**src/rtl/lbp_pkg.sv**
```systemverilog
// Shared types, neighbour bit positions and the optional uniform-label function for the LBP engine.
// Optional build macro LBP_UNIFORM_EN adds the rotation-invariant uniform label helper.
package lbp_pkg;

  typedef enum logic [1:0] {IDLE, READ, DRAIN, DONE} state_t;

  localparam int NB_TL = 0;
  localparam int NB_T  = 1;
  localparam int NB_TR = 2;
  localparam int NB_L  = 3;
  localparam int NB_R  = 4;
  localparam int NB_BL = 5;
  localparam int NB_B  = 6;
  localparam int NB_BR = 7;

`ifdef LBP_UNIFORM_EN
  // Walk the neighbours clockwise so transitions are counted around the true ring.
  function automatic logic [7:0] uniform_label(input logic [7:0] code);
    logic [7:0] ring;
    logic [3:0] trans;
    logic [3:0] ones;
    ring  = {code[NB_L], code[NB_BL], code[NB_B], code[NB_BR],
             code[NB_R], code[NB_TR], code[NB_T], code[NB_TL]};
    trans = '0;
    ones  = '0;
    for (int i = 0; i < 8; i++) begin
      trans = trans + 4'(ring[i] != ring[(i + 1) % 8]);
      ones  = ones + 4'(ring[i]);
    end
    return (trans <= 4'd2) ? {4'd0, ones} : 8'd9;
  endfunction
`endif

endpackage

```
**src/rtl/lbp_stream_engine_if.sv**
```systemverilog
// Pixel-read and code-write bus of the LBP engine; master is the engine, slave the memory side.
// No back-pressure on the write side; reads stall on gray_ready.
interface lbp_stream_engine_if #(
  parameter int ADDR_W = 14,
  parameter int PIX_W  = 8
);
  logic [ADDR_W-1:0] gray_addr;
  logic              gray_req;
  logic              gray_ready;
  logic [PIX_W-1:0]  gray_data;
  logic [ADDR_W-1:0] lbp_addr;
  logic              lbp_valid;
  logic [7:0]        lbp_data;
  logic              finish;

  modport master (
    output gray_addr, gray_req, lbp_addr, lbp_valid, lbp_data, finish,
    input  gray_ready, gray_data
  );

  modport slave (
    input  gray_addr, gray_req, lbp_addr, lbp_valid, lbp_data, finish,
    output gray_ready, gray_data
  );
endinterface

```
**src/rtl/lbp_line_buffer.sv**
```systemverilog
// One image row of delay: o_dout is the sample written DEPTH enabled cycles ago (circular RAM).
// Advances only when i_en is high; no internal back-pressure.
module lbp_line_buffer #(
  parameter int DEPTH = 128,
  parameter int PIX_W = 8
) (
  input  logic             clk,
  input  logic             reset_n,
  input  logic             i_en,
  input  logic [PIX_W-1:0] i_din,
  output logic [PIX_W-1:0] o_dout
);
  localparam int PTR_W = $clog2(DEPTH);

  logic [PIX_W-1:0] r_mem [DEPTH];
  logic [PTR_W-1:0] r_ptr;

  // Read-before-write at the same slot gives exactly DEPTH samples of delay.
  assign o_dout = r_mem[r_ptr];

  always_ff @(posedge clk or negedge reset_n) begin
    if (!reset_n) begin
      r_ptr <= '0;
    end else if (i_en) begin
      r_ptr <= (r_ptr == PTR_W'(DEPTH - 1)) ? '0 : r_ptr + 1'b1;
    end
  end

  always_ff @(posedge clk) begin
    if (i_en) begin
      r_mem[r_ptr] <= i_din;
    end
  end
endmodule

```
**src/rtl/lbp_stream_engine.sv**
```systemverilog
// Streaming 3x3 LBP engine: code for centre k-IMG_W-1 is written the cycle after pixel k is read.
// Reads stall on gray_ready; writes are never stalled. LBP_UNIFORM_EN selects uniform labels.
module lbp_stream_engine
  import lbp_pkg::*;
#(
  parameter int IMG_W  = 128,
  parameter int IMG_H  = 128,
  parameter int PIX_W  = 8,
  parameter int ADDR_W = $clog2(IMG_W * IMG_H)
) (
  input  logic                clk,
  input  logic                reset_n,
  lbp_stream_engine_if.master bus
);
  localparam int CX_W = $clog2(IMG_W);
  localparam int CY_W = $clog2(IMG_H);
  localparam logic [ADDR_W-1:0] LAST       = ADDR_W'(IMG_W * IMG_H - 1);
  localparam logic [ADDR_W-1:0] FIRST_EMIT = ADDR_W'(IMG_W + 1);

  state_t            r_state, w_state_nxt;
  logic              w_accept, w_emit, w_border;
  logic [7:0]        w_code, w_out;
  logic [PIX_W-1:0]  w_lb1, w_lb2;
  logic [PIX_W-1:0]  r_win [3][3];
  logic [ADDR_W-1:0] r_gaddr, r_caddr, r_laddr;
  logic              r_req, r_valid, r_finish;
  logic [7:0]        r_data;
  logic [CX_W-1:0]   r_cx;
  logic [CY_W-1:0]   r_cy;

  lbp_line_buffer #(.DEPTH(IMG_W), .PIX_W(PIX_W)) u_lb1 (
    .clk(clk), .reset_n(reset_n), .i_en(w_accept), .i_din(bus.gray_data), .o_dout(w_lb1)
  );
  lbp_line_buffer #(.DEPTH(IMG_W), .PIX_W(PIX_W)) u_lb2 (
    .clk(clk), .reset_n(reset_n), .i_en(w_accept), .i_din(w_lb1), .o_dout(w_lb2)
  );

  always_ff @(posedge clk or negedge reset_n) begin
    if (!reset_n) r_state <= IDLE;
    else          r_state <= w_state_nxt;
  end

  always_comb begin
    w_state_nxt = r_state;
    unique case (r_state)
      IDLE:    if (bus.gray_ready) w_state_nxt = READ;
      READ:    if (w_accept && r_gaddr == LAST) w_state_nxt = DRAIN;
      DRAIN:   if (r_caddr == LAST) w_state_nxt = DONE;
      DONE:    w_state_nxt = DONE;
      default: w_state_nxt = IDLE;
    endcase
  end

  always_comb begin
    w_accept = (r_state == READ) && r_req && bus.gray_ready;
    w_emit   = (w_accept && r_gaddr >= FIRST_EMIT) || (r_state == DRAIN);
  end

  // Right column of the window is still one pixel behind; take the newest column from the
  // incoming pixel and the line-buffer taps so the code is ready for the registered write.
  always_comb begin
    w_code         = '0;
    w_code[NB_TL]  = r_win[0][1] >= r_win[1][2];
    w_code[NB_T]   = r_win[0][2] >= r_win[1][2];
    w_code[NB_TR]  = w_lb2       >= r_win[1][2];
    w_code[NB_L]   = r_win[1][1] >= r_win[1][2];
    w_code[NB_R]   = w_lb1       >= r_win[1][2];
    w_code[NB_BL]  = r_win[2][1] >= r_win[1][2];
    w_code[NB_B]   = r_win[2][2] >= r_win[1][2];
    w_code[NB_BR]  = bus.gray_data >= r_win[1][2];
    w_border = (r_cx == '0) || (r_cx == CX_W'(IMG_W - 1)) ||
               (r_cy == '0) || (r_cy == CY_W'(IMG_H - 1));
`ifdef LBP_UNIFORM_EN
    w_out = w_border ? 8'd0 : uniform_label(w_code);
`else
    w_out = w_border ? 8'd0 : w_code;
`endif
  end

  always_ff @(posedge clk or negedge reset_n) begin
    if (!reset_n) begin
      r_gaddr  <= '0;
      r_req    <= 1'b0;
      r_caddr  <= '0;
      r_laddr  <= '0;
      r_cx     <= '0;
      r_cy     <= '0;
      r_valid  <= 1'b0;
      r_data   <= '0;
      r_finish <= 1'b0;
      for (int r = 0; r < 3; r++) begin
        for (int c = 0; c < 3; c++) begin
          r_win[r][c] <= '0;
        end
      end
    end else begin
      if (r_state == IDLE && bus.gray_ready) r_req <= 1'b1;
      if (w_accept) begin
        r_gaddr <= r_gaddr + 1'b1;
        if (r_gaddr == LAST) r_req <= 1'b0;
        for (int r = 0; r < 3; r++) begin
          r_win[r][0] <= r_win[r][1];
          r_win[r][1] <= r_win[r][2];
        end
        r_win[0][2] <= w_lb2;
        r_win[1][2] <= w_lb1;
        r_win[2][2] <= bus.gray_data;
      end
      r_valid <= w_emit;
      if (w_emit) begin
        r_laddr <= r_caddr;
        r_data  <= w_out;
        r_caddr <= r_caddr + 1'b1;
        if (r_cx == CX_W'(IMG_W - 1)) begin
          r_cx <= '0;
          r_cy <= r_cy + 1'b1;
        end else begin
          r_cx <= r_cx + 1'b1;
        end
      end
      if (r_state == DONE) r_finish <= 1'b1;
    end
  end

  assign bus.gray_addr = r_gaddr;
  assign bus.gray_req  = r_req;
  assign bus.lbp_addr  = r_laddr;
  assign bus.lbp_valid = r_valid;
  assign bus.lbp_data  = r_data;
  assign bus.finish    = r_finish;
endmodule
```
**src/flat_wrapper.sv**
```systemverilog
// flat-port wrapper written by rule: the top's interface ports become plain ports
module lbp_stream_engine_flat import lbp_pkg::*;
#(
  parameter int IMG_W  = 128,
  parameter int IMG_H  = 128,
  parameter int PIX_W  = 8,
  parameter int ADDR_W = $clog2(IMG_W * IMG_H)
)
  (clk, reset_n, bus_gray_addr, bus_gray_req, bus_lbp_addr, bus_lbp_valid, bus_lbp_data, bus_finish, bus_gray_ready, bus_gray_data);
  lbp_stream_engine_if #(.ADDR_W(ADDR_W), .PIX_W(PIX_W)) bus_i ();
  input  logic clk;
  input  logic reset_n;
  output wire logic [$bits(bus_i.gray_addr)-1:0] bus_gray_addr;
  output wire logic [$bits(bus_i.gray_req)-1:0] bus_gray_req;
  output wire logic [$bits(bus_i.lbp_addr)-1:0] bus_lbp_addr;
  output wire logic [$bits(bus_i.lbp_valid)-1:0] bus_lbp_valid;
  output wire logic [$bits(bus_i.lbp_data)-1:0] bus_lbp_data;
  output wire logic [$bits(bus_i.finish)-1:0] bus_finish;
  input wire logic [$bits(bus_i.gray_ready)-1:0] bus_gray_ready;
  input wire logic [$bits(bus_i.gray_data)-1:0] bus_gray_data;
  assign bus_gray_addr = bus_i.gray_addr;
  assign bus_gray_req = bus_i.gray_req;
  assign bus_lbp_addr = bus_i.lbp_addr;
  assign bus_lbp_valid = bus_i.lbp_valid;
  assign bus_lbp_data = bus_i.lbp_data;
  assign bus_finish = bus_i.finish;
  assign bus_i.gray_ready = bus_gray_ready;
  assign bus_i.gray_data = bus_gray_data;
  lbp_stream_engine #(.IMG_W(IMG_W), .IMG_H(IMG_H), .PIX_W(PIX_W), .ADDR_W(ADDR_W)) u_core (.clk(clk), .reset_n(reset_n), .bus(bus_i));
endmodule
```
**config.mk**
```make
export PLATFORM = sky130hd
export DESIGN_NAME = lbp_stream_engine_flat
export DESIGN_NICKNAME = d
export VERILOG_FILES = /design/src/rtl/lbp_pkg.sv /design/src/rtl/lbp_stream_engine_if.sv /design/src/rtl/lbp_line_buffer.sv /design/src/rtl/lbp_stream_engine.sv /design/src/flat_wrapper.sv
export SDC_FILE = /design/constraint.sdc
export NUM_CORES = 2
export LEC_CHECK = 0
export CAP_MARGIN = 20
export CORE_MARGIN = 8
export CORE_UTILIZATION = 48
export DETAILED_ROUTE_END_ITERATION = 6
export SYNTH_ARGS = -nofsm -noshare
export SYNTH_HDL_FRONTEND = slang
export SYNTH_SLANG_ARGS = --single-unit
```
**constraint.sdc**
```tcl
create_clock -name clk -period 23.5 [get_ports clk]
set_input_delay 4.7 -clock clk [delete_from_list [all_inputs] [get_ports clk]]
set_output_delay 4.7 -clock clk [all_outputs]
set_load 0.005 [all_outputs]
```
## Word level (Yosys, flattened, before mapping)

Memory sizes are Yosys's and may differ from the RTL's.
Cells that the tools add are included.

| word-level totals | value |
|---|---|
| bits in registers | 131 |
| bits in latches | 0 |
| memory bits (writable) | 2048 |
| ROM bits | 0 |
| input port bits | 11 |
| output and inout port bits | 39 |
| logic and storage cells | 74 |
| memories | 2 |

Memories:

| memory | words | width | read ports | clocked after memory_dff | write ports | RTL line | RTL |
|---|---|---|---|---|---|---|---|
| u_core.u_lb1.r_mem | 128 | 8 | 1 | 0 | 1 | lbp_line_buffer.sv:15 | `logic [PIX_W-1:0] r_mem [DEPTH];` |
| u_core.u_lb2.r_mem | 128 | 8 | 1 | 0 | 1 | lbp_line_buffer.sv:15 |  |

| operators by class | value |
|---|---|
| $add $sub $neg | 6 |
| multiply operators | 0 |
| div/mod/pow operators | 0 |
| order comparisons | 9 |
| eq/ne operators | 12 |
| shifts and indexed selects | 0 |
| multiplexer cells | 13 |
| bitwise operators | 0 |
| reduce and logical (&&, ||, !) cells | 14 |

Operators with widths:

| operator | count |
|---|---|
| 8-bit greater-or-equal comparator | 8 |
| 14-bit by 1-bit adder with 14-bit output (second input constant) | 2 |
| 7-bit by 1-bit adder with 7-bit output (second input constant) | 4 |
| 14-bit equality test (second input constant) | 2 |
| 7-bit equality test (second input constant) | 4 |
| 7-bit two-way mux | 3 |
| 14-bit by 8-bit greater-or-equal comparator with 1-bit output (second input constant) | 1 |
| 7-bit zero test | 2 |
| 8-bit two-way mux | 1 |
| 2-bit case mux with 4 select lines | 1 |
| 2-bit two-way mux | 3 |
| 1-bit logical AND | 5 |
| 1-bit two-way mux | 5 |
| 2-bit equality test (second input constant) | 2 |
| 1-bit logical OR | 4 |
| 2-bit by 1-bit inequality test with 1-bit output (second input constant) | 2 |
| 3-bit AND reduction | 1 |
| 2-bit by 1-bit equality test with 1-bit output (second input constant) | 1 |
| 2-bit zero test | 1 |
| 2-bit inequality test (second input constant) | 1 |
| 2-bit AND reduction | 1 |

## Depth between registers and ports, before layout

| depth | value |
|---|---|
| depth after elaboration | 6 |
| depth in mapped cells | 20 |
| depth with buffers taken out | 15 |

## Cells and area by module

Synthesis repeated with hierarchy kept, for this count alone.

| unflattened totals | value |
|---|---|
| cell total of the unflattened synthesis | 5449 |
| area, all modules | 87336.3 um^2 |

Modules (own cells, without submodules):

| module | times used | cells an instance | area an instance (um^2) | sequential area each (um^2) |
|---|---|---|---|---|
| lbp_line_buffer | 2 | 2413 | 40620.2 | 30924.7 |
| lbp_stream_engine | 1 | 623 | 6095.8 | 2927.8 |

## Worst setup path before layout

Ideal clock, no wire load.

| timing | value |
|---|---|
| kind | register to register |
| from | register u_core.u_lb1.r_ptr[0] |
| to | register u_core.r_data[4], in the netlist u_core.bus.lbp_data[4] |
| library setup time | 0.121 ns |
| data arrival time | 8.535 ns |
| data required time | 23.379 ns |
| setup slack | 14.844 ns |
| cell stages (with the launch flop) | 14 |
| path buffers | 3 |
| clock period less this slack | 8.656 ns |
| cells stage by stage | dfrtp_1 buf_6 nor2_1 buf_2 buf_2 a22oi_1 a221oi_1 nor4_1 o311ai_1 ha_1 a211o_1 a21oi_1 o21ai_0 a22o_1 |

| on the way | value |
|---|---|
| cells in the longest elaborated chain, start to end | 3 |

Ends and longest elaborated chain:

| element | RTL line | RTL |
|---|---|---|
| start: declaration | lbp_line_buffer.sv:16 | `logic [PTR_W-1:0] r_ptr;` |
| start signal: assignment | lbp_line_buffer.sv:25 | `r_ptr <= (r_ptr == PTR_W'(DEPTH - 1)) ? '0 : r_ptr + 1'b1;` |
| memory read 128 x 8 bit | - |  |
| net u_core.u_lb1.o_dout[3] | lbp_line_buffer.sv:11 | `output logic [PIX_W-1:0] o_dout` |
| 8-bit greater-or-equal comparator | lbp_stream_engine.sv:67 | `w_code[NB_R] = w_lb1 >= r_win[1][2];` |
| 8-bit two-way mux | lbp_stream_engine.sv:76 | `w_out = w_border ? 8'd0 : w_code;` |
| end signal: assignment | lbp_stream_engine.sv:112 | `r_data <= w_out;` |
| end: declaration | lbp_stream_engine.sv:27 | `logic [7:0] r_data;` |

The timed path passes the listed nets, and every way through them passes these cells.
A chain may end at the register's enable or synchronous reset.

## Worst setup path in the final report

| timing | value |
|---|---|
| from | input port bus_gray_ready |
| to | memory u_core.u_lb2.r_mem[101][3] (enable) |

| on the way | value |
|---|---|
| cells in the longest elaborated chain, start to end | 3 |

Ends and longest elaborated chain:

| element | RTL line | RTL |
|---|---|---|
| start: declaration | flat_wrapper.sv:19 | `input wire logic [$bits(bus_i.gray_ready)-1:0] bus_gray_ready;` |
| 1-bit logical AND | lbp_stream_engine.sv:55 | `w_accept = (r_state == READ) && r_req && bus.gray_ready;` |
| 1-bit two-way mux | lbp_line_buffer.sv:30 | `if (i_en) begin` |
| 1-bit two-way mux (implied by the code) | lbp_line_buffer.sv:31 | `r_mem[r_ptr] <= i_din;` |
| end: declaration | lbp_line_buffer.sv:15 |  |

Every way passes these cells.

==> out/qor.yml <==
sta:
  slew_headroom_pct: 14.9
  fin_skew_ps: 80.8
  finalSetupViolations: 0
  rsz0062_at_grt: "false"
  drv_slew: 0
  period_share_pct: 35.3
  fmax_mhz: 121
  worst_pin_slew_ps: 1260
  setup_tns_ps: 0
  final_hold_viol_count: 0
  finalCriticalPeriod_ps: 8290
  layout_setup_ws_ps: 15210
floorplan:
  rows: 156
  die_w_um: 443
  ios: 50
  die-area_um2: 196000
  start_util_pct: 48.3
  die_y_um: 443
  fp.coreArea_um2: 181000
routing:
  via_per_inst: 6.85
  wl_per_cell_um: 35.9
  dr.pass1.iters: 7
  drc: 0
  num_vias: 55200
  wl_um: 289000
  dr.first_iter.drc_count: 9691
  ant_nets: 0
yosys:
  synth-seq-area-share_pct: 74.2
  synth_edf_count: 2048
  syn_area_um2: 87300
  synth.distinct_cells: 100
  ys.flop_type: "edfxtp_1"
  avgSynthCellArea_um2: 15.9
  synthArstFlopShare_pct: 6.01
  syn-num-nets: 5574
  ys_ff_latch: 2179
  syn-instance-count: 5489
  yosys_warnings: 0
setup_path:
  r2r_cells: 18
  worst-path-stages: 6
  end_kind: "register"
  critPathBufInv: 2
  worstPathCellList: "clkdlybuf4s50_1 -> nor2b_1 -> and3_4 -> buf_4 -> nand3_2 -> nor2_1"
  cpPeakStageDelay_ps: 990
  cp.required_ps: 24010
  cpLargestDelayFamily: "simple AND/OR/NAND/NOR gates"
  critPathKind: "input port to register"
  cp_max_fo: 48
  slowest_stage: "nand3_2"
  start_kind: "input port"
  crit_arrival_ps: 8800
clock_network:
  numCtsBuffers: 216
  hold_buffers: 0
  clk_latency_ps: 910
  clkTransAtPathRegs_ps: 60
  htree_levels: 4
  post_cts_buffers: 0
  cts_resized: 0
  cts_tree: "yes"
  clock-sinks: 2179
  cts_buffer_depth: 3
  cts_root_buffer: "clkbuf_16"
placed_design:
  place.gp.congestion: 0.913
  dpl.hpwl_um: 172000
  placed_cell_area_um2: 90200
  dp_slack_ps: 14510
  portBuffers: 49
min_path:
  holdPathStages: 2
  hp-class: "register to register"
pwr:
  power_mw: 13.2
  leakage_nw: 31.6
  worst_ir_drop_vdd_uv: 284
  p_per_area_nw_per_um2: 135
finish:
  nFillCells: 14300
  nNetsFinal: 5578
  layout-drive-gt1-share_pct: 13.4
  seqCellArea_um2: 64800
  multiInputGateArea_um2: 20600
  area_growth_pct: 12.0
  final_cell_area_um2: 97900
global_route:
  grt_use_total_pct: 28.4
  grt_max_degree: 131
  grt_pass1_wl_um: 405000
  antenna_found_initial: 14
  overflow: 0
  grt_pass1_vias: 52900
outcome:
  status: "complete, no violations"
job:
  drv_cap: 0
[layout make-up]
type / instances / share of cell area (%)
diodes: 5 / 0.0128
clock buffers: 264 / 5.84
clock inverters: 145 / 1.96
inverters: 39 / 0.155
multi-input cells: 2858 / 21.0
flip-flops and latches: 2179 / 66.2
well taps: 2370 / 3.03
repair buffers: 199 / 1.73
[through the flow]
stage	hold WS [ps]	utilization [%]	instances
after CTS	469	54.1	8050
after global placement	455	49.9	7641
final	465	54.1	8059
after global routing	481	54.1	8054
after floorplan	450	-	5489
after detailed placement	456	49.9	7641
[synth_stat cells, types with 12 or more instances]
| cell | count | share of area [%] |
|---|---|---|
| buf_2 | 129 | 0.74 |
| a21bo_2 | 28 | 0.32 |
| o221ai_1 | 38 | 0.38 |
| buf_6 | 25 | 0.32 |
| buf_4 | 29 | 0.25 |
| mux4_2 | 45 | 1.2 |
| nor2_1 | 372 | 1.6 |
| o21ai_0 | 142 | 0.81 |
| nand2b_1 | 41 | 0.29 |
| a22o_1 | 40 | 0.40 |
| nand3b_1 | 17 | 0.15 |
| inv_1 | 30 | 0.13 |
| a221o_1 | 42 | 0.48 |
| a22oi_1 | 203 | 1.7 |
| nand4_1 | 24 | 0.17 |
| a21oi_1 | 190 | 1.1 |
| edfxtp_1 | 2048 | 70 |
| a221oi_1 | 326 | 3.3 |
| o21a_1 | 15 | 0.13 |
| o22ai_1 | 76 | 0.54 |
| mux2_2 | 104 | 1.3 |
| o22a_1 | 23 | 0.23 |
| nor3_1 | 56 | 0.32 |
| nor4_1 | 15 | 0.11 |
| nand3_1 | 52 | 0.30 |
| xor2_1 | 17 | 0.17 |
| clkbuf_1 | 174 | 0.75 |
| ha_1 | 74 | 1.1 |
| o2bb2ai_1 | 26 | 0.26 |
| a32oi_1 | 15 | 0.15 |
| mux2i_1 | 113 | 1.3 |
| a211o_1 | 12 | 0.12 |
| nand2_1 | 315 | 1.4 |
| a31oi_1 | 28 | 0.20 |
| a211oi_1 | 26 | 0.22 |
| a21o_1 | 50 | 0.43 |
| nor2b_1 | 47 | 0.34 |
| buf_1 | 52 | 0.22 |
| and3_1 | 21 | 0.15 |
| dfrtp_1 | 131 | 3.8 |
| a222oi_1 | 56 | 0.64 |
| xnor2_1 | 25 | 0.25 |
[kinds of logic after synthesis]
group	synth area share (%)
adders and majority gates	1.06
and+or+nand+nor	5.53
muxes	3.83
DFF	74.2
AOI/OAI and AO/OA	12.5
xor gates and xnor gates	0.421
buffers and inverters	2.53
[worst min-delay path, stage by stage, from the launching register on]
cell and delay (ps):
dfrtp_1 340, nand2_1 50, nand2_1 50
[path summary, 6_finish.rpt]
| path | from | endpoint | slack [ps] |
|---|---|---|---|
| hold reg to reg | u_core.bus.lbp_addr[3] | u_core.bus.lbp_addr[3] | 470 |
| hold / removal | u_core.bus.lbp_addr[3] | u_core.bus.lbp_addr[3] | 470 |
| setup reg to reg | u_core.u_lb1.r_ptr[1] | u_core.bus.lbp_data[4] | 16240 |
| min in group asynchronous | reset_n | u_core.bus.lbp_addr[12] | 3870 |
| max in group asynchronous | reset_n | u_core.u_lb2.r_ptr[1] | 18320 |
| setup / recovery | bus_gray_ready | u_core.u_lb2.r_mem[101][3] | 15210 |
[registers in the layout, indices dropped and copies added, names as in the netlist]
register,flops
u_core.bus.finish,1
u_core.bus.gray_addr,14
u_core.bus.gray_req,1
u_core.bus.lbp_addr,14
u_core.bus.lbp_data,8
u_core.bus.lbp_valid,1
u_core.r_caddr,14
u_core.r_cx,7
u_core.r_cy,7
u_core.r_state,2
u_core.r_win,48
u_core.u_lb1.r_mem,1024
u_core.u_lb1.r_ptr,7
u_core.u_lb2.r_mem,1024
u_core.u_lb2.r_ptr,7
[power by group]
| part | internal (mW) | switching [mW] |
|---|---|---|
| Clock | 2.17 | 1.53 |
| Sequential | 4.99 | 0.123 |
| Combinational | 1.09 | 3.34 |
| Total | 8.24 | 4.99 |
[cell usage in the layout (no fill, tap or decap), types with 19 or more instances in the layout]
master,count
o2bb2ai_1,26
a21bo_2,28
ha_1,74
nand2_1,307
a221oi_1,326
a221o_1,42
xnor2_1,25
inv_1,30
o21ai_0,142
a31oi_1,28
and3_1,19
buf_4,146
a21o_1,50
mux2i_1,113
o221ai_1,38
nor3_1,56
a222oi_1,56
nand2b_1,40
nor2_1,365
o22ai_1,76
a22o_1,40
nor2b_1,38
clkbuf_16,218
clkdlybuf4s50_1,40
a21oi_1,190
a22oi_1,203
a211oi_1,26
clkbuf_1,37
nand3_1,45
mux2_2,104
clkinv_1,42
clkinv_2,41
nand4_1,24
mux4_2,45
edfxtp_1,2048
dfrtp_1,125
bufinv_16,39
o22a_1,23
[per-layer routing]
metal  global-route usage (%)  routed length [µm]
met1                     39.9              112000
met2                     42.4              128000
met3                     7.97               37500
met4                     10.3               11600
met5                        0                  89
Power figures use the tool's default switching activity.
